### config.mk
export PLATFORM = sky130hd
export DESIGN_NAME = cpu_run_ctrl
export DESIGN_NICKNAME = d
export VERILOG_FILES = /design/src/rtl/cpu_run_ctrl.sv
export SDC_FILE = /design/constraint.sdc
export NUM_CORES = 1
export LEC_CHECK = 0
export ABC_AREA = 1
export CAP_MARGIN = 20
export CELL_PAD_IN_SITES_DETAIL_PLACEMENT = 0
export CELL_PAD_IN_SITES_GLOBAL_PLACEMENT = 1
export CORE_AREA = 2 2 74 76
export CTS_BUF_LIST = sky130_fd_sc_hd__clkbuf_8
export DETAILED_ROUTE_END_ITERATION = 10
export DIE_AREA = 0 0 76 78
export PLACE_DENSITY_LB_ADDON = 0.1
export SYNTH_ARGS = -nofsm -noshare
export SYNTH_HDL_FRONTEND = slang
export SYNTH_SLANG_ARGS = --single-unit
### constraint.sdc
create_clock -name Clock -period 2.2 [get_ports Clock]
set_input_delay 0.22 -clock Clock [delete_from_list [all_inputs] [get_ports Clock]]
set_output_delay 0.22 -clock Clock [all_outputs]
set_load 0.01 [all_outputs]
### src/rtl/cpu_run_ctrl.sv
`default_nettype none
// ----------------------------------------------------------------------------
// cpu_run_ctrl : core reset stretcher, clock-enable generator, cycle budget and
//                PC-stall (halt-loop) stop, with free-run and single-step modes
// Revision     : 1.0
// ----------------------------------------------------------------------------
module cpu_run_ctrl #(
  parameter int PC_N        = 8,
  parameter int CNT_N       = 16,
  parameter int RST_CYCLES  = 2,
  parameter int MAX_CYCLES  = 100,
  parameter int HALT_CYCLES = 4
) (
  input  logic             Clock,
  input  logic             Reset,
  input  logic [PC_N-1:0]  pc_pc,
  input  logic             mode,
  input  logic             step,
  input  logic             restart,
  output logic             cpu_rst_n,
  output logic             cpu_en,
  output logic [CNT_N-1:0] cycle_count,
  output logic             done,
  output logic             halted,
  output logic             timeout
);

  localparam int RC_W = (RST_CYCLES > 1) ? $clog2(RST_CYCLES) : 1;
  localparam int SC_W = $clog2(HALT_CYCLES + 1);

  typedef enum logic [1:0] {
    S_RST  = 2'd0,
    S_RUN  = 2'd1,
    S_HALT = 2'd2,
    S_TMO  = 2'd3
  } state_t;

  state_t            state_q,       state_d;
  logic [RC_W-1:0]   rst_cnt_q,     rst_cnt_d;
  logic              cpu_rst_n_q,   cpu_rst_n_d;
  logic              cpu_en_q,      cpu_en_d;
  logic [CNT_N-1:0]  cycle_count_q, cycle_count_d;
  logic              done_q,        done_d;
  logic              halted_q,      halted_d;
  logic              timeout_q,     timeout_d;
  logic [SC_W-1:0]   stall_cnt_q,   stall_cnt_d;
  logic [PC_N-1:0]   last_pc_q,     last_pc_d;
  logic              step_q,        step_d;

  logic en_req;
  logic pc_same;
  logic halt_hit;
  logic tmo_hit;

  always_comb begin
    // In step mode only a fresh 0->1 on step grants the next enabled cycle
    en_req   = mode ? (step & ~step_q) : 1'b1;
    pc_same  = (pc_pc == last_pc_q);
    halt_hit = cpu_en_q && pc_same && (stall_cnt_q == SC_W'(HALT_CYCLES - 1));
    tmo_hit  = cpu_en_q && (cycle_count_q == CNT_N'(MAX_CYCLES - 1));

    state_d       = state_q;
    rst_cnt_d     = rst_cnt_q;
    cpu_rst_n_d   = cpu_rst_n_q;
    cpu_en_d      = cpu_en_q;
    cycle_count_d = cycle_count_q;
    done_d        = done_q;
    halted_d      = halted_q;
    timeout_d     = timeout_q;
    stall_cnt_d   = stall_cnt_q;
    last_pc_d     = last_pc_q;
    step_d        = step;

    if (restart) begin
      state_d       = S_RST;
      rst_cnt_d     = '0;
      cpu_rst_n_d   = 1'b0;
      cpu_en_d      = 1'b0;
      cycle_count_d = '0;
      stall_cnt_d   = '0;
      done_d        = 1'b0;
      halted_d      = 1'b0;
      timeout_d     = 1'b0;
    end else begin
      case (state_q)
        S_RST: begin
          rst_cnt_d     = rst_cnt_q + RC_W'(1);
          cpu_rst_n_d   = 1'b0;
          cpu_en_d      = 1'b0;
          cycle_count_d = '0;
          stall_cnt_d   = '0;
          done_d        = 1'b0;
          halted_d      = 1'b0;
          timeout_d     = 1'b0;
          if (rst_cnt_q == RC_W'(RST_CYCLES - 1)) begin
            state_d     = S_RUN;
            rst_cnt_d   = '0;
            cpu_rst_n_d = 1'b1;
            cpu_en_d    = en_req;
          end
        end
        S_RUN: begin
          cpu_en_d = en_req;
          if (cpu_en_q) begin
            cycle_count_d = cycle_count_q + CNT_N'(1);
            stall_cnt_d   = pc_same ? (stall_cnt_q + SC_W'(1)) : '0;
            last_pc_d     = pc_pc;
          end
          // Halt takes priority when both stop conditions land on one cycle
          if (halt_hit) begin
            state_d  = S_HALT;
            halted_d = 1'b1;
            done_d   = 1'b1;
            cpu_en_d = 1'b0;
          end else if (tmo_hit) begin
            state_d   = S_TMO;
            timeout_d = 1'b1;
            done_d    = 1'b1;
            cpu_en_d  = 1'b0;
          end
        end
        default: begin
          cpu_en_d = 1'b0;
        end
      endcase
    end
  end

  always_ff @(posedge Clock or negedge Reset) begin
    if (!Reset) begin
      state_q       <= S_RST;
      rst_cnt_q     <= '0;
      cpu_rst_n_q   <= 1'b0;
      cpu_en_q      <= 1'b0;
      cycle_count_q <= '0;
      done_q        <= 1'b0;
      halted_q      <= 1'b0;
      timeout_q     <= 1'b0;
      stall_cnt_q   <= '0;
      last_pc_q     <= '0;
      step_q        <= 1'b0;
    end else begin
      state_q       <= state_d;
      rst_cnt_q     <= rst_cnt_d;
      cpu_rst_n_q   <= cpu_rst_n_d;
      cpu_en_q      <= cpu_en_d;
      cycle_count_q <= cycle_count_d;
      done_q        <= done_d;
      halted_q      <= halted_d;
      timeout_q     <= timeout_d;
      stall_cnt_q   <= stall_cnt_d;
      last_pc_q     <= last_pc_d;
      step_q        <= step_d;
    end
  end

  assign cpu_rst_n   = cpu_rst_n_q;
  assign cpu_en      = cpu_en_q;
  assign cycle_count = cycle_count_q;
  assign done        = done_q;
  assign halted      = halted_q;
  assign timeout     = timeout_q;

endmodule
`default_nettype wire
==> reports/qor.csv, run 1 <==
stage;metric;value;unit
logic_synthesis;synth.top_cell.area_share;42.3;%
worst_setup_path;crit_cells;10;
placed_design;placedInstanceArea;2530;um2
finish;nets;334;
finish;nFillCells;522;
route;drt_iter0_markers;81;
sta;setup_ws;487;ps
sta;setup_violations;0;
logic_synthesis;ys.warnings.count;0;
die;die_y;78;um
cts;htree_levels;2;
die;num_io_pins;34;
die;core_area;5040;um2
cts;clock_path_buffers;2;
logic_synthesis;synth_edf_count;0;
job;drv_cap;0;
sta;worst_slew_pin_slew;837;ps
logic_synthesis;synth_seq_cells;36;
sta;final.period_utilization;77.8;%
logic_synthesis;synth_area;2130;um2
die;rows;26;
logic_synthesis;syn_avg_cell_area;7.64;um2
global_routing;grt_pass1_wl;8.42;mm
sta;maxSlewViolCount;0;
logic_synthesis;synth_nets;295;
route;drcViolationCount;0;
pwr;pwr_density_cell;832;nW/um2
finish;design_area;2630;um2
worst_setup_path;r2r_slack;490;ps
logic_synthesis;yosys-top-cells-area;dfrtp_1, nand2_1, inv_1;
die;die_area;5930;um2
sta;hold_ws;18.5;ps
pwr;swShare;39.4;%
pwr;p_int;1.32;mW
logic_synthesis;syn-instance-count;279;
cts;insertion_delay;300;ps
worst_setup_path;crit_required;2390;ps
finish;antennaDiodeCount;0;
placed_design;pre_cts_slack;313;ps
pwr;leakagePower;1.23;nW
worst_setup_path;cp_max_fo;5;
die;die_x;76;um
worst_setup_path;reg2reg_depth;10;
logic_synthesis;synthFlopType;dfrtp_1;
logic_synthesis;ys_seq_area_share;42.3;%
worst_setup_path;crit_path_end_kind;flip-flop;
worst_setup_path;reg2reg_from;cycle_count[0];
placed_design;gp_congestion;0.811;
cts;clk_pin_slew;80;ps
cts;cts_resized;0;
sta;grt_setup_unrepaired;no;
global_routing;grt_pass1_vias;1750;
pwr;power_frac_seq;41.8;%
logic_synthesis;ys_types;32;
sta;finalSetupTns;0;ps
sta;slew_headroom;44.2;%
global_routing;grt_usage;18.3;%
cts;cts_setup_buffers;0;
sta;max_freq;0.584;GHz
logic_synthesis;synth-async-reset-ratio;100;%
die;start_util;42.3;%
worst_setup_path;crit_chain;ha_1 > inv_1 > nor3_2 > nand2_2 > nor2_2 > nand2_2 > nor2_2 > nand3_1 > nand2_1 > nor2_1;
global_routing;overflow;0;
cts;root_buffer;clkbuf_8;
pwr;switching_power;0.861;mW
sta;skew;9.51;ps
route;drt_pass1_iterations;4;
worst_setup_path;max_stage_delay;450;ps
cts;cts_tree;done;
route;wl_per_cell;12.7;um
worst_setup_path;cp_slowest_cell;dfrtp_1;
route;ant_nets;0;
worst_hold_path;min_path_type;in2async;
status;status;finished, final reports clean;
cts;numCtsBuffers;5;
sta;fin_crit;1710;ps
worst_setup_path;critical_path_class;reg2reg;
pwr;max-vdd-ir-drop;0.554;mV
worst_setup_path;startpoint_type;flip-flop;
global_routing;grt_max_degree;37;
pwr;clockPowerShare;22.9;%
pwr;combinationalPowerShare;35.3;%
route;drt-total-wl;4.95;mm
logic_synthesis;synthTopCellsByCount;nand2_1, inv_1, dfrtp_1;
worst_setup_path;reg2reg_to;cycle_count[14];
logic_synthesis;yosysTopAreaCell;dfrtp_1;
route;num_vias;1841;
placed_design;portBuffers;33;
finish;drive_gt1_share;11.6;%
logic_synthesis;synth_most_common_cell;nand2_1;
cts;cts_hold_buffers;0;
cts;clkSinkCount;36;
worst_setup_path;cp_data_arrival_time;1910;ps
global_routing;antenna_found_initial;0;
finish;final_util;52.1;%
finish;synthToLayoutAreaGrowth;23.3;%
sta;hold_viol;0;
route;vias_per_cell;4.73;
worst_setup_path;crit_family;simple AND/OR/NAND/NOR gates;
placed_design;hpwl;3.69;mm
worst_setup_path;crit_buf_inv;1;
worst max path at each step:
stage                         startpoint              end  slack, ps
after floorplan           cycle_count[0]  cycle_count[14]        710
after global placement           restart  cycle_count[10]        350
after detailed placement         restart  cycle_count[10]        310
after CTS                 cycle_count[0]  cycle_count[14]        470
after global routing      cycle_count[0]  cycle_count[14]        320
final                     cycle_count[0]  cycle_count[14]        490
per-stage QoR:
| step | total power [mW] | instances |
|---|---|---|
| floorplan | 1.47 | 279 |
| CTS | 2.21 | 389 |
| global placement | 1.69 | 381 |
| detailed placement | 1.70 | 381 |
| global route | 2.34 | 389 |
| finish | 2.19 | 389 |
registers in the layout, indices dropped and copies added, names as in the netlist:
name and count:
cycle_count 16, last_pc_q 8, stall_cnt_q 3, state_q 2
cpu_en 1, cpu_rst_n 1, done 1, halted 1
rst_cnt_q 1, step_q 1, timeout 1
routing by layer:
| metal | vias to the layer above | global-route usage, % | wire, um |
|---|---|---|---|
| li1 | 951 | - | - |
| met1 | 848 | 24.4 | 2400 |
| met2 | 33 | 29.4 | 2260 |
| met3 | 9 | 4.07 | 197 |
| met4 | 0 | 6.91 | 93 |
| met5 | - | 0 | 0 |
power by group through the flow:
stage | combinational, mW | sequential [mW] | clock [mW]
floorplan | 0.553 | 0.913 | 0
global placement | 0.764 | 0.923 | 0
detailed placement | 0.774 | 0.924 | 0
CTS | 0.777 | 0.914 | 0.517
global route | 0.868 | 0.931 | 0.545
finish | 0.771 | 0.913 | 0.501
layout make-up:
class / count / area (um2) / area share (%)
multi-input combinational: 197 / 1050 / 39.9
inverter: 44 / 165 / 6.29
timing repair buffer: 34 / 333 / 12.7
clock buffer: 6 / 82.6 / 3.14
clock inverter: 2 / 10.0 / 0.381
sequential: 36 / 901 / 34.3
tap: 70 / 87.6 / 3.33
cells in the final DEF (no fill, tap or decap), types with 2 or more instances in the layout:
cell / count
nand2_8: 2
ha_1: 3
xor2_1: 5
a22o_1: 2
o22ai_1: 2
o21ai_0: 16
dfrtp_1: 36
clkdlybuf4s50_1: 32
nor2_1: 30
nor2_4: 3
clkinv_2: 2
clkbuf_8: 6
nand2_2: 4
xnor2_1: 3
a21oi_1: 9
nor2_2: 3
inv_1: 39
inv_2: 5
nand3_1: 17
nand2_1: 80
nor3_2: 5
nor3_1: 2
cell families (layout without fill, tap and decap cells):
group / after synthesis / count (layout) / synth area share [%]
and+or+nand+nor: 150 / 150 / 34.5
buffers and inverters: 46 / 86 / 8.51
AOI/OAI and AO/OA: 36 / 36 / 9.69
DFF: 36 / 36 / 42.3
xor gates and xnor gates: 8 / 8 / 3.29
adders and majority gates: 3 / 3 / 1.76
No activity file was read; power rests on OpenSTA's default activity.
==> run 2, diff against run 1 <==
--- a/config.mk
+++ b/config.mk
@@ -9,10 +9,10 @@
 export CAP_MARGIN = 20
 export CELL_PAD_IN_SITES_DETAIL_PLACEMENT = 0
 export CELL_PAD_IN_SITES_GLOBAL_PLACEMENT = 1
-export CORE_AREA = 2 2 74 76
+export CORE_AREA = 2 2 80 82
 export CTS_BUF_LIST = sky130_fd_sc_hd__clkbuf_8
 export DETAILED_ROUTE_END_ITERATION = 10
-export DIE_AREA = 0 0 76 78
+export DIE_AREA = 0 0 82 84
 export PLACE_DENSITY_LB_ADDON = 0.1
 export SYNTH_ARGS = -nofsm -noshare
 export SYNTH_HDL_FRONTEND = slang
==> constraint.sdc (replaced) <==
create_clock -name Clock -period 1.5 [get_ports Clock]
set_input_delay 0.15 -clock Clock [delete_from_list [all_inputs] [get_ports Clock]]
set_output_delay 0.15 -clock Clock [all_outputs]
set_load 0.01 [all_outputs]
==> run 2 against run 1 <==
Net effect: combinational power increased by 78%; clock skew is 0.86 ps lower; power rose by 56%; cell count is 8.5% higher; count of clock-buffer cells in the layout is the same; final area rose by 12%; non-clock buffer count grew 26; worst setup slack got worse by 470 ps; register-to-register slack lost 470 ps; sequential power is 46% higher; critical path depth is the same; sequential share of layout area shrank 3.5 points; critical endpoint unchanged; largest cell class unchanged; largest power group is now combinational cells.
==> reports/qor.csv, run 2 (synthesis gave the netlist of run 1 again) <==
stage;metric;value;unit;change
status;status;finished, final reports clean;;unchanged
sta;hold_ws;312;ps;was 18.5 ps
die;die_x;82;um;was 76 um
placed_design;portBuffers;33;;unchanged
pwr;max-vdd-ir-drop;0.585;mV;was 0.554 mV
worst_setup_path;startpoint_type;flip-flop;;unchanged
worst_setup_path;cp_max_fo;3;;was 5
pwr;switching_power;1.31;mW;was 0.861 mW
pwr;p_int;2.11;mW;was 1.32 mW
global_routing;grt_usage;17.0;%;was 18.3%
pwr;clockPowerShare;20.9;%;was 22.9%
pwr;combinationalPowerShare;40.1;%;was 35.3%
route;vias_per_cell;4.67;;was 4.73
placed_design;pre_cts_slack;-146;ps;was 313 ps
worst_setup_path;crit_required;1690;ps;was 2390 ps
cts;clock_path_buffers;2;;unchanged
sta;maxSlewViolCount;0;;unchanged
job;drv_cap;0;;unchanged
route;num_vias;1971;;was 1841
global_routing;overflow;0;;unchanged
die;die_area;6890;um2;was 5930 um2
worst_setup_path;r2r_slack;20;ps;was 490 ps
die;core_area;6100;um2;was 5040 um2
sta;setup_ws;18.5;ps;was 487 ps
die;die_y;84;um;was 78 um
worst_setup_path;reg2reg_to;cycle_count[14];;unchanged
cts;cts_tree;done;;unchanged
placed_design;gp_congestion;0.776;;was 0.811
sta;slew_headroom;73.1;%;was 44.2%
finish;drive_gt1_share;24.1;%;was 11.6%
worst_setup_path;crit_path_end_kind;flip-flop;;unchanged
cts;root_buffer;clkbuf_8;;unchanged
cts;clkSinkCount;36;;unchanged
worst_setup_path;max_stage_delay;410;ps;was 450 ps
worst_setup_path;cp_data_arrival_time;1670;ps;was 1910 ps
die;rows;29;;was 26
pwr;leakagePower;1.43;nW;was 1.23 nW
cts;htree_levels;2;;unchanged
sta;grt_setup_unrepaired;yes;;was no
pwr;pwr_density_cell;1160;nW/um2;was 832 nW/um2
route;wl_per_cell;12.6;um;was 12.7 um
sta;finalSetupTns;0;ps;unchanged
global_routing;antenna_found_initial;0;;unchanged
finish;nets;360;;was 334
finish;final_cell_mix;nand2_1, inv_1, dfrtp_1;;unchanged
worst_setup_path;reg2reg_depth;10;;unchanged
finish;final_cells;422;;was 389
finish;seqCellArea;907;um2;was 901 um2
worst_setup_path;cpMostUsedCell;nand2_2;;
route;ant_nets;0;;unchanged
global_routing;grt_max_degree;22;;was 37
cts;numCtsBuffers;5;;unchanged
sta;fin_crit;1480;ps;was 1710 ps
global_routing;grt_pass1_vias;1935;;was 1750
route;drt_pass1_iterations;4;;unchanged
route;drcViolationCount;0;;unchanged
route;drt-total-wl;5.31;mm;was 4.95 mm
finish;nFillCells;652;;was 522
worst_hold_path;min_path_type;in2async;;unchanged
sta;setup_violations;0;;unchanged
worst_setup_path;cp-endpoint;cycle_count[14];;unchanged
die;num_io_pins;34;;unchanged
finish;multi_input_area;1130;um2;was 1050 um2
placed_design;hpwl;4.05;mm;was 3.69 mm
worst_setup_path;cp-startpoint;cycle_count[0];;unchanged
finish;antennaDiodeCount;0;;unchanged
finish;largest_register_ff_count;16;;unchanged
sta;skew;8.65;ps;was 9.51 ps
worst_setup_path;cp_slowest_cell;dfrtp_1;;unchanged
worst_setup_path;reg2reg_from;cycle_count[0];;unchanged
placed_design;dpl.cell_count;408;;was 381
route;drt_iter0_markers;66;;was 81
sta;final.period_utilization;98.8;%;was 77.8%
cts;insertion_delay;290;ps;was 300 ps
sta;hold_viol;0;;unchanged
sta;worst_slew_pin_slew;403;ps;was 837 ps
pwr;power_frac_seq;38.9;%;was 41.8%
worst_setup_path;critical_path_class;reg2reg;;unchanged
finish;synthToLayoutAreaGrowth;38.5;%;was 23.3%
finish;final_common_cell;nand2_1;;unchanged
pwr;swShare;38.3;%;was 39.4%
sta;max_freq;0.675;GHz;was 0.584 GHz
worst_setup_path;crit_chain;ha_4 > inv_4 > nor3_4 > nand2_2 > nor2_4 > nand2_2 > nor2_2 > nand3_1 > nand2_1 > nor2_1;;was ha_1 > inv_1 > nor3_2 > nand2_2 > nor2_2 > nand2_2 > nor2_2 > nand3_1 > nand2_1 > nor2_1
die;start_util;35.0;%;was 42.3%
cts;clk_pin_slew;80;ps;about the same
global_routing;grt_pass1_wl;8.88;mm;was 8.42 mm
==> run 2: cell count changes in the layout (fill, tap and decap cells not counted), moves of 3 or more <==
cell	change
dfrtp_2	+5
nor2_1	-6
nand2_1	-4
nor2_2	+4
buf_4	+23
nand2_2	+3
dfrtp_1	-5
o21ai_0	-3
clkdlybuf4s50_1	-3
==> run 2: worst min path at each step <==
stage | from | end | cells past startpoint
finish | Reset | cycle_count[7] | 2
global route | step | step_q | 1
CTS | Reset | cycle_count[7] | 2
detailed placement | Reset | cycle_count[7] | 1
global placement | Reset | cycle_count[7] | 1
floorplan | Reset | cpu_en | 0
==> run 2: final cells by class <==
class                   count  share of cell area, %
well taps                  77                   3.27
inverters                  44                   5.68
flip-flops and latches     36                   30.7
repair buffers             60                   19.0
clock inverters             2                  0.254
multi-input cells         197                   38.3
clock buffers               6                   2.80
==> run 2: timing repair <==
| action | 4_1_cts | 5_1_grt |
|---|---|---|
| endpoints found under the setup margin | 4 | 25 |
| pin swaps | 0 | 4 |
| cloned | 0 | 0 |
| endpoints found under the hold margin | 15 | 0 |
| hold buffers | 1 | 0 |
| resized for setup | 3 | 32 |
| buffers inserted | 1 | 4 |
==> run 2: power by group through the flow <==
stage / Combinational (mW) / Clock, mW / Sequential, mW
finish: 1.37 / 0.716 / 1.33
global route: 1.55 / 0.782 / 1.36
CTS: 1.32 / 0.756 / 1.32
detailed placement: 1.32 / 0 / 1.34
global placement: 1.32 / 0 / 1.34
floorplan: 0.812 / 0 / 1.34
==> run 2: stage by stage <==
step | util, % | area, um2 | total power [mW]
after floorplan | - | 2130 | 2.15
after global placement | 44.6 | 2720 | 2.66
after detailed placement | 44.6 | 2720 | 2.66
after CTS | 46.4 | 2830 | 3.40
after global routing | 48.4 | 2950 | 3.69
final | 48.4 | 2950 | 3.42
==> run 2: critical path: cells and delay by family (launching register included) <==
| kind | cells | cell delay [ps] |
|---|---|---|
| and+or+nand+nor | 8 | 750 |
| adders and majority gates | 1 | 180 |
| DFF | 1 | 410 |
| buffers and inverters | 1 | 40 |
==> run 2: per-layer routing <==
| layer | part of all wire (%) | global-route usage (%) |
|---|---|---|
| met5 | 0 | 0 |
| met4 | 3.0 | 7.73 |
| met3 | 2.8 | 3.79 |
| met2 | 52 | 29.6 |
| met1 | 42 | 19.3 |
==> run 3, diff against run 2 <==
--- a/config.mk
+++ b/config.mk
@@ -13,7 +13,7 @@
 export CTS_BUF_LIST = sky130_fd_sc_hd__clkbuf_8
 export DETAILED_ROUTE_END_ITERATION = 10
 export DIE_AREA = 0 0 82 84
-export PLACE_DENSITY_LB_ADDON = 0.1
+export PLACE_DENSITY = 0.81
 export SYNTH_ARGS = -nofsm -noshare
 export SYNTH_HDL_FRONTEND = slang
 export SYNTH_SLANG_ARGS = --single-unit
==> run 3 against run 2 <==
Net effect: critical path depth shrank 9; largest power group unchanged; combinational power barely moved; final area fell by 1.1%; routed wire length shrank 3.4%; clock power grew 22%; die area is the same; highest routed layer unchanged; non-clock buffer count down 1; first-iteration DRC count rose by 52%; flip-flop and latch count unchanged.
==> reports/qor.csv, run 3 (synthesis gave the netlist of run 1 again) <==
stage;metric;value;unit;change
status;status;finished, final reports clean;;unchanged
finish;nets;359;;was 360
route;ant_nets;0;;unchanged
pwr;pwr_density_cell;1220;nW/um2;was 1160 nW/um2
sta;grt_setup_unrepaired;yes;;unchanged
finish;drive_gt1_share;24.4;%;was 24.1%
finish;nFillCells;638;;was 652
route;wl_per_cell;12.2;um;was 12.6 um
sta;finalSetupTns;0;ps;unchanged
route;drt_pass1_iterations;6;;was 4
route;dr_wl_met2;2.45;mm;was 2.77 mm
pwr;leakagePower;1.44;nW;was 1.43 nW
route;vias_per_cell;4.67;;about the same
cts;htree_levels;2;;unchanged
die;rows;29;;unchanged
cts;cts_tree;done;;unchanged
global_routing;grt_pass1_wl;8.58;mm;was 8.88 mm
cts;root_buffer;clkbuf_8;;unchanged
sta;slew_headroom;67.0;%;was 73.1%
sta;setup_ws;3.37;ps;was 18.5 ps
route;wl_met1;2.40;mm;was 2.24 mm
finish;design_area;2920;um2;was 2950 um2
finish;final_cell_mix;nand2_1, inv_1, dfrtp_1;;unchanged
global_routing;grt_pass1_vias;1875;;was 1935
route;drt_iter0_markers;100;;was 66
worst_setup_path;crit_path_end_kind;output pin;;was flip-flop
placed_design;hpwl;3.89;mm;was 4.05 mm
worst_setup_path;crit_required;1350;ps;was 1690 ps
route;top_layer;met4;;unchanged
route;drcViolationCount;0;;unchanged
worst_setup_path;crit_family;buffers and inverters;;was simple AND/OR/NAND/NOR gates
route;wl_met3;218;um;was 148 um
finish;final_common_cell;nand2_1;;unchanged
finish;multi_input_area;1100;um2;was 1130 um2
job;drv_cap;0;;unchanged
worst_setup_path;crit_chain;clkdlybuf4s50_1;;was ha_4 > inv_4 > nor3_4 > nand2_2 > nor2_4 > nand2_2 > nor2_2 > nand3_1 > nand2_1 > nor2_1
placed_design;gp_congestion;0.837;;was 0.776
worst_setup_path;cp_max_fo;5;;was 3
worst_setup_path;max_stage_delay;580;ps;was 410 ps
sta;hold_viol;0;;unchanged
worst_hold_path;min_path_type;in2reg;;was in2async
cts;clkSinkCount;36;;unchanged
global_routing;antenna_found_initial;0;;unchanged
pwr;max-vdd-ir-drop;0.738;mV;was 0.585 mV
worst_setup_path;cp_slowest_cell;clkdlybuf4s50_1;;was dfrtp_1
worst_setup_path;cp_data_arrival_time;1350;ps;was 1670 ps
route;drt-total-wl;5.13;mm;was 5.31 mm
finish;final_cells;421;;was 422
cts;clk_pin_slew;80;ps;about the same
sta;final.period_utilization;99.8;%;was 98.8%
sta;maxSlewViolCount;0;;unchanged
die;start_util;35.0;%;unchanged
die;die_x;82;um;unchanged
sta;skew;5.36;ps;was 8.65 ps
placed_design;pre_cts_slack;-193;ps;was -146 ps
finish;synthToLayoutAreaGrowth;36.9;%;was 38.5%
sta;max_freq;0.668;GHz;was 0.675 GHz
cts;insertion_delay;290;ps;about the same
global_routing;grt_max_degree;37;;was 22
finish;antennaDiodeCount;0;;unchanged
die;num_io_pins;34;;unchanged
finish;seqCellArea;908;um2;was 907 um2
finish;largest_register_ff_count;16;;unchanged
placed_design;portBuffers;33;;unchanged
placed_design;dpl.cell_count;409;;was 408
sta;setup_violations;0;;unchanged
die;core_area;6100;um2;unchanged
route;num_vias;1966;;was 1971
worst_setup_path;startpoint_type;flip-flop;;unchanged
die;die_area;6890;um2;unchanged
die;die_y;84;um;unchanged
worst_setup_path;critical_path_class;reg2out;;was reg2reg
finish;final_util;47.8;%;was 48.4%
global_routing;overflow;0;;unchanged
cts;numCtsBuffers;5;;unchanged
placed_design;placedInstanceArea;2700;um2;was 2720 um2
global_routing;grt_usage;16.3;%;was 17.0%
worst_setup_path;crit_buf_inv;1;;unchanged
cts;clock_path_buffers;2;;unchanged
sta;worst_slew_pin_slew;496;ps;was 403 ps
sta;fin_crit;1500;ps;was 1480 ps
## run 3: area by class of cell
class	count	area share [%]
multi-input combinational	197	37.8
tap	77	3.30
clock inverter	3	1.46
timing repair buffer	59	18.3
clock buffer	5	2.36
sequential	36	31.1
inverter	44	5.66
## run 3: power breakdown
group	total (mW)	switching (mW)	internal (mW)	leakage (nW)
Combinational	1.35	0.765	0.584	0.904
Clock	0.875	0.383	0.492	0.0541
Sequential	1.33	0.169	1.16	0.479
Total	3.55	1.32	2.23	1.44
## run 3: per-layer routing
metal	vias up	GRT usage (%)
li1	1006	-
met1	903	21.7
met2	49	26.5
met3	8	4.00
met4	0	4.09
met5	-	0
## run 3: what timing repair did
item,4_1_cts,5_1_grt
hold buffers,1,0
pin swaps,0,8
endpoints found under the setup margin,5,19
buffers inserted,0,3
hold endpoints to repair,36,0
gates cloned,0,0
resized for setup,7,24
## run 3: path summary, 6_finish.rpt
kind / start / end / slack [ps] / depth (start not counted)
min reg2reg: cpu_rst_n / cpu_rst_n / 510 / 2
min: step / step_q / 320 / 1
max: cycle_count[2] / cycle_count[2] / 3 / 1
min in group asynchronous: Reset / cycle_count[0] / 430 / 3
max reg2reg: cycle_count[0] / cycle_count[14] / 40 / 10
max in group asynchronous: Reset / cpu_en / 690 / 3
## run 3: per-stage QoR
stage / hold slack [ps] / total power [mW]
2_1_floorplan: -146 / 2.15
3_3_place_gp: 230 / 2.65
3_5_place_dp: 234 / 2.67
4_1_cts: 323 / 3.56
5_1_grt: 346 / 3.81
6_report: 325 / 3.55
==> edit 1: new RTL, config.mk and constraints of run 3 <==
Set the parameter `RST_CYCLES` to 4 (it was 2).
--- a/src/rtl/cpu_run_ctrl.sv
+++ b/src/rtl/cpu_run_ctrl.sv
@@ -7,7 +7,7 @@
 module cpu_run_ctrl #(
   parameter int PC_N        = 8,
   parameter int CNT_N       = 16,
-  parameter int RST_CYCLES  = 2,
+  parameter int RST_CYCLES  = 4,
   parameter int MAX_CYCLES  = 100,
   parameter int HALT_CYCLES = 4
 ) (
Function: changed (a bounded check fails within 4 cycles, from zero or initial values and one cycle with Reset low).
==> edit 1 against run 3 <==
  * Synthesized area shrank 1.3%
  * Final area shrank 3.3%
  * First-iteration DRC count shrank 5.0%
  * Core utilization shrank 1.6 points
  * Power shrank 16%
  * Sequential cell count grew 1
  * Routed wire length shrank 9.5%
  * Sequential power shrank 5%
  * Global-route usage shrank 1.1 points
  * Worst setup slack gained 0.035 ns
  * Worst hold slack lost 0.0057 ns
==> edit 1: results (changes against run 3) <==
stage	metric	value	unit	change
drt	routed_wl	4640	µm	-9.5%
layout	drive_above_1_share	0.199		-0.0454
power	swShare	0.354		-0.0169
global_routing	grt_first_pass_wirelength	8150	µm	-5.1%
critical_path	ff2ff_path_depth	8		-2
placement	gp_congestion	0.801		-4.3%
placement	dpl.cell_count	397		-2.9%
sta	clock.fmax	684	MHz	+2.4%
synth	yosys-top-cells-area	dfrtp_1 44%, nand2_1 14%, inv_1 5.5%		
placement	dp_hpwl	3510	µm	-9.6%
power	power.leakage	1.34	nW	-7.1%
global_routing	grt_pass1_vias	1856		-1.0%
critical_path	critical_path_arrival	1.31	ns	-0.04 ns
placement	dpl_cell_area	2660	µm²	-1.6%
global_routing	grt_usage	0.153		-0.0105
synth	yosys.area_share.adder	0.0238		+0.00618
synth	ys_types	30		-6.3%
worst_hold_path	hold_depth	1		unchanged
status	outcome	complete, no violations		
placement	dpl_worst_slack	-0.110	ns	+0.0833 ns
power	ir_worst_vdd	0.770	mV	+4.3%
critical_path	ff2ff_setup_slack	0.09	ns	+0.05 ns
synth	synthMuxAreaShare	0.0268		+0.0268
synth	ys_top_cells_by_count	78 x nand2_1, 37 x dfrtp_1, 31 x inv_1, 31 x nor2_1, 20 x nand3_1		
sta	tightestPinTransition	0.471	ns	-0.0251 ns
drt	drt-initial-drc-count	95		-5.0%
synth	ys_seq_area_frac	0.440		+0.0174
synth	synth_fp_nets	289		-2.0%
synth	synth_xor_area_frac	0.0291		-0.00373
clock_network	clock_path_buffers	2		unchanged
drt	vias_per_cell	4.61		-1.3%
layout	fin_nets	348		-3.1%
global_routing	grt_max_degree	38		+2.7%
synth	yosysWarnings	0		unchanged
drt	routedWlPerCell	11.3	µm	-6.9%
critical_path	r2r_end	cycle_count[13]$_DFFE_PN0P_		
sta	skew	0.00881	ns	+0.00345 ns
drt	first_pass_iters	4		-2
## edit 1: logic make-up (layout without fill, tap and decap cells)
| kind of cell | Yosys count | count (layout) |
|---|---|---|
| and+or+nand+nor | 155 | 155 |
| adders and majority gates | 4 | 4 |
| buffers and inverters | 38 | 98 |
| muxes | 5 | 5 |
| AOI/OAI and AO/OA | 26 | 26 |
| DFF | 37 | 37 |
| xor gates and xnor gates | 7 | 7 |
## edit 1: area by class of cell
class                      count  area, µm²
clock buffer                   5       68.8
sequential                    37        932
multi-input combinational    197       1060
fill                         608       3280
tap                           77       96.3
clock inverter                 3       17.5
timing repair buffer          55        507
inverter                      35        139
## edit 1: worst reg2reg max path: stages (launching register included)
cell and delay [ns]:
dfrtp_1 0.36, buf_4 0.13, nand3_1 0.19, nor2_4 0.18, nand3_1 0.11, xor2_1 0.15, nor2_1 0.11, nand3_1 0.07
nand2_1 0.06
## edit 1: power by group through the flow
stage	clock network, mW	logic (mW)	registers [mW]
after global routing	0.751	1.18	1.28
final	0.687	1.04	1.27
after CTS	0.720	1.04	1.26
after detailed placement	0	1.03	1.28
after global placement	0	1.02	1.27
after floorplan	0	0.635	1.26
## edit 1: repair_timing
item / CTS / global route
pin swaps: 0 / 1
hold buffers: 1 / 0
setup endpoints to repair: 5 / 14
resized for setup: 3 / 13
hold endpoints to repair: 37 / 0
buffers inserted: 2 / 1
## edit 1: how the worst max path moves through the flow
| stage | startpoint | slack (ns) | depth (start not counted) | to |
|---|---|---|---|---|
| floorplan | cycle_count[0]$_DFFE_PN0P_ | 0.06 | 8 | cycle_count[10]$_DFFE_PN0P_ |
| global placement | restart | -0.08 | 10 | cycle_count[9]$_DFFE_PN0P_ |
| detailed placement | restart | -0.11 | 7 | state_q[0]$_DFFE_PN0P_ |
| CTS | cycle_count[11]$_DFFE_PN0P_ | 0.004 | 1 | cycle_count[11] |
| global route | cycle_count[1]$_DFFE_PN0P_ | -0.06 | 10 | cycle_count[14]$_DFFE_PN0P_ |
| finish | cycle_count[13]$_DFFE_PN0P_ | 0.04 | 1 | cycle_count[13] |
## edit 1: stage by stage
stage,hold slack [ns],utilization
2_1_floorplan,-0.146,-
3_3_place_gp,0.231,0.436
3_5_place_dp,0.230,0.436
4_1_cts,0.310,0.455
5_1_grt,0.335,0.462
6_report,0.319,0.462
## edit 1: layer usage
layer  GRT usage  wire length [µm]  share of wire  vias to the layer above
li1            -                 -              -                      982
met1       0.195              2170           0.47                      857
met2       0.248              2170           0.47                       39
met3      0.0422               249          0.054                        7
met4      0.0485                58          0.012                        0
met5           0                 0              0                        -
==> edit 2: new RTL, config.mk and constraints of run 3 <==
Made on the original files. One comparison of `cycle_count_q` changes from == to >=.
--- a/src/rtl/cpu_run_ctrl.sv
+++ b/src/rtl/cpu_run_ctrl.sv
@@ -57,7 +57,7 @@
     en_req   = mode ? (step & ~step_q) : 1'b1;
     pc_same  = (pc_pc == last_pc_q);
     halt_hit = cpu_en_q && pc_same && (stall_cnt_q == SC_W'(HALT_CYCLES - 1));
-    tmo_hit  = cpu_en_q && (cycle_count_q == CNT_N'(MAX_CYCLES - 1));
+    tmo_hit  = cpu_en_q && (cycle_count_q >= CNT_N'(MAX_CYCLES - 1));
 
     state_d       = state_q;
     rst_cnt_d     = rst_cnt_q;
Function: no difference found for any inputs over 10 cycles, from zero or initial values and one cycle with Reset low; that may be too few to reach the edited logic, so the function may still have changed.
==> edit 2 against run 3 <==
  * Cell count shrank 2.6%
  * Routed wire length fell by 9.5%
  * Synthesized area decreased by 5.9%
  * First-iteration DRC count decreased by 2.0%
  * Critical endpoint is now cycle_count[7]$_DFFE_PN0P_
  * Sequential cell count unchanged
  * Power decreased by 26%
  * Via count shrank 4.6%
  * Worst setup slack better by 0.0042 ns
  * Final area decreased by 2.7%
==> edit 2: results (changes against run 3) <==
stage	metric	value	unit	change
placement	dpl.cell_count	398		-2.7%
drt	drt-initial-drc-count	98		-2.0%
synth	ys_seq_area_frac	0.449		+0.0264
synth	yosys-top-cells-area	dfrtp_1 45%, nand2_1 15%, inv_1 7.5%		
layout	drive_above_1_share	0.240		-0.00395
critical_path	r2r_end	cycle_count[7]$_DFFE_PN0P_		
synth	ys_types	30		-6.3%
critical_path	critical_path_arrival	1.71	ns	+0.36 ns
drt	vias_per_cell	4.57		-2.1%
status	outcome	complete, no violations		
placement	dpl_cell_area	2560	µm²	-5.1%
layout	fillers	616		-3.4%
power	power.leakage	1.37	nW	-4.6%
drt	first_pass_iters	4		-2
drt	routed_wl	4650	µm	-9.5%
critical_path	crit_path_end	cycle_count[7]$_DFFE_PN0P_		
sta	fin_ws	0.00760	ns	+0.00422 ns
synth	syn_inst	272		-2.5%
global_routing	grt_first_pass_wirelength	7910	µm	-7.9%
synth	ys_top_cells_by_count	80 x nand2_1, 40 x inv_1, 36 x dfrtp_1		
layout	fin_nets	348		-3.1%
placement	dpl_worst_slack	-0.195	ns	-0.00186 ns
global_routing	grt_pass1_vias	1750		-6.7%
synth	synth_fp_nets	288		-2.4%
critical_path	r2r-start	state_q[0]$_DFFE_PN0P_		
sta	tightestPinTransition	0.457	ns	-0.0385 ns
## edit 2: cell count changes in the layout (fill, tap and decap cells not counted), moves of 5 or more
cell and delta:
xor2_1 -5, buf_4 -7, nor2_1 -5, nand2_2 -6, buf_6 +5
## edit 2: how the worst min path moves through the flow
stage	to	from	slack (ns)
global route	step_q$_DFF_PN0_	step	0.32
CTS	step_q$_DFF_PN0_	step	0.32
detailed placement	cycle_count[7]$_DFFE_PN0P_	Reset	0.13
floorplan	cpu_en$_DFF_PN0_	Reset	-0.15
global placement	cycle_count[5]$_DFFE_PN0P_	Reset	0.13
finish	step_q$_DFF_PN0_	step	0.32
## edit 2: where the power goes
part / switching, mW / internal, mW
clock: 0.355 / 0.361
sequential: 0.0831 / 1.11
combinational: 0.396 / 0.321
## edit 2: kinds of logic after synthesis
group / count (synthesis) / share of synthesized area
adder cells (fa/ha/maj): 3 / 0.0187
AND/OR/NAND/NOR: 145 / 0.324
flip-flops: 36 / 0.449
buffers and inverters: 48 / 0.0986
AO/OA/AOI/OAI: 40 / 0.109
## edit 2: layout make-up
cell class,instances,share of cell area
repair buffers,58,0.193
well taps,77,0.0340
multi-input cells,188,0.360
clock buffers,6,0.0291
clock inverters,2,0.00265
flip-flops and latches,36,0.322
inverters,43,0.0596
## edit 2: routing by layer
layer	GRT usage	wire length [µm]	vias to the layer above
met3	0.0346	180	7
li1	-	-	982
met1	0.203	2220	850
met2	0.227	2170	36
met4	0.0636	76	0
met5	0	0	-
## edit 2: repair_timing
item / CTS / global route
setup buffers: 0 / 4
resized for setup: 6 / 47
hold buffers: 1 / 0
pin swaps: 0 / 15
setup endpoints to repair: 7 / 22
endpoints found under the hold margin: 36 / 0
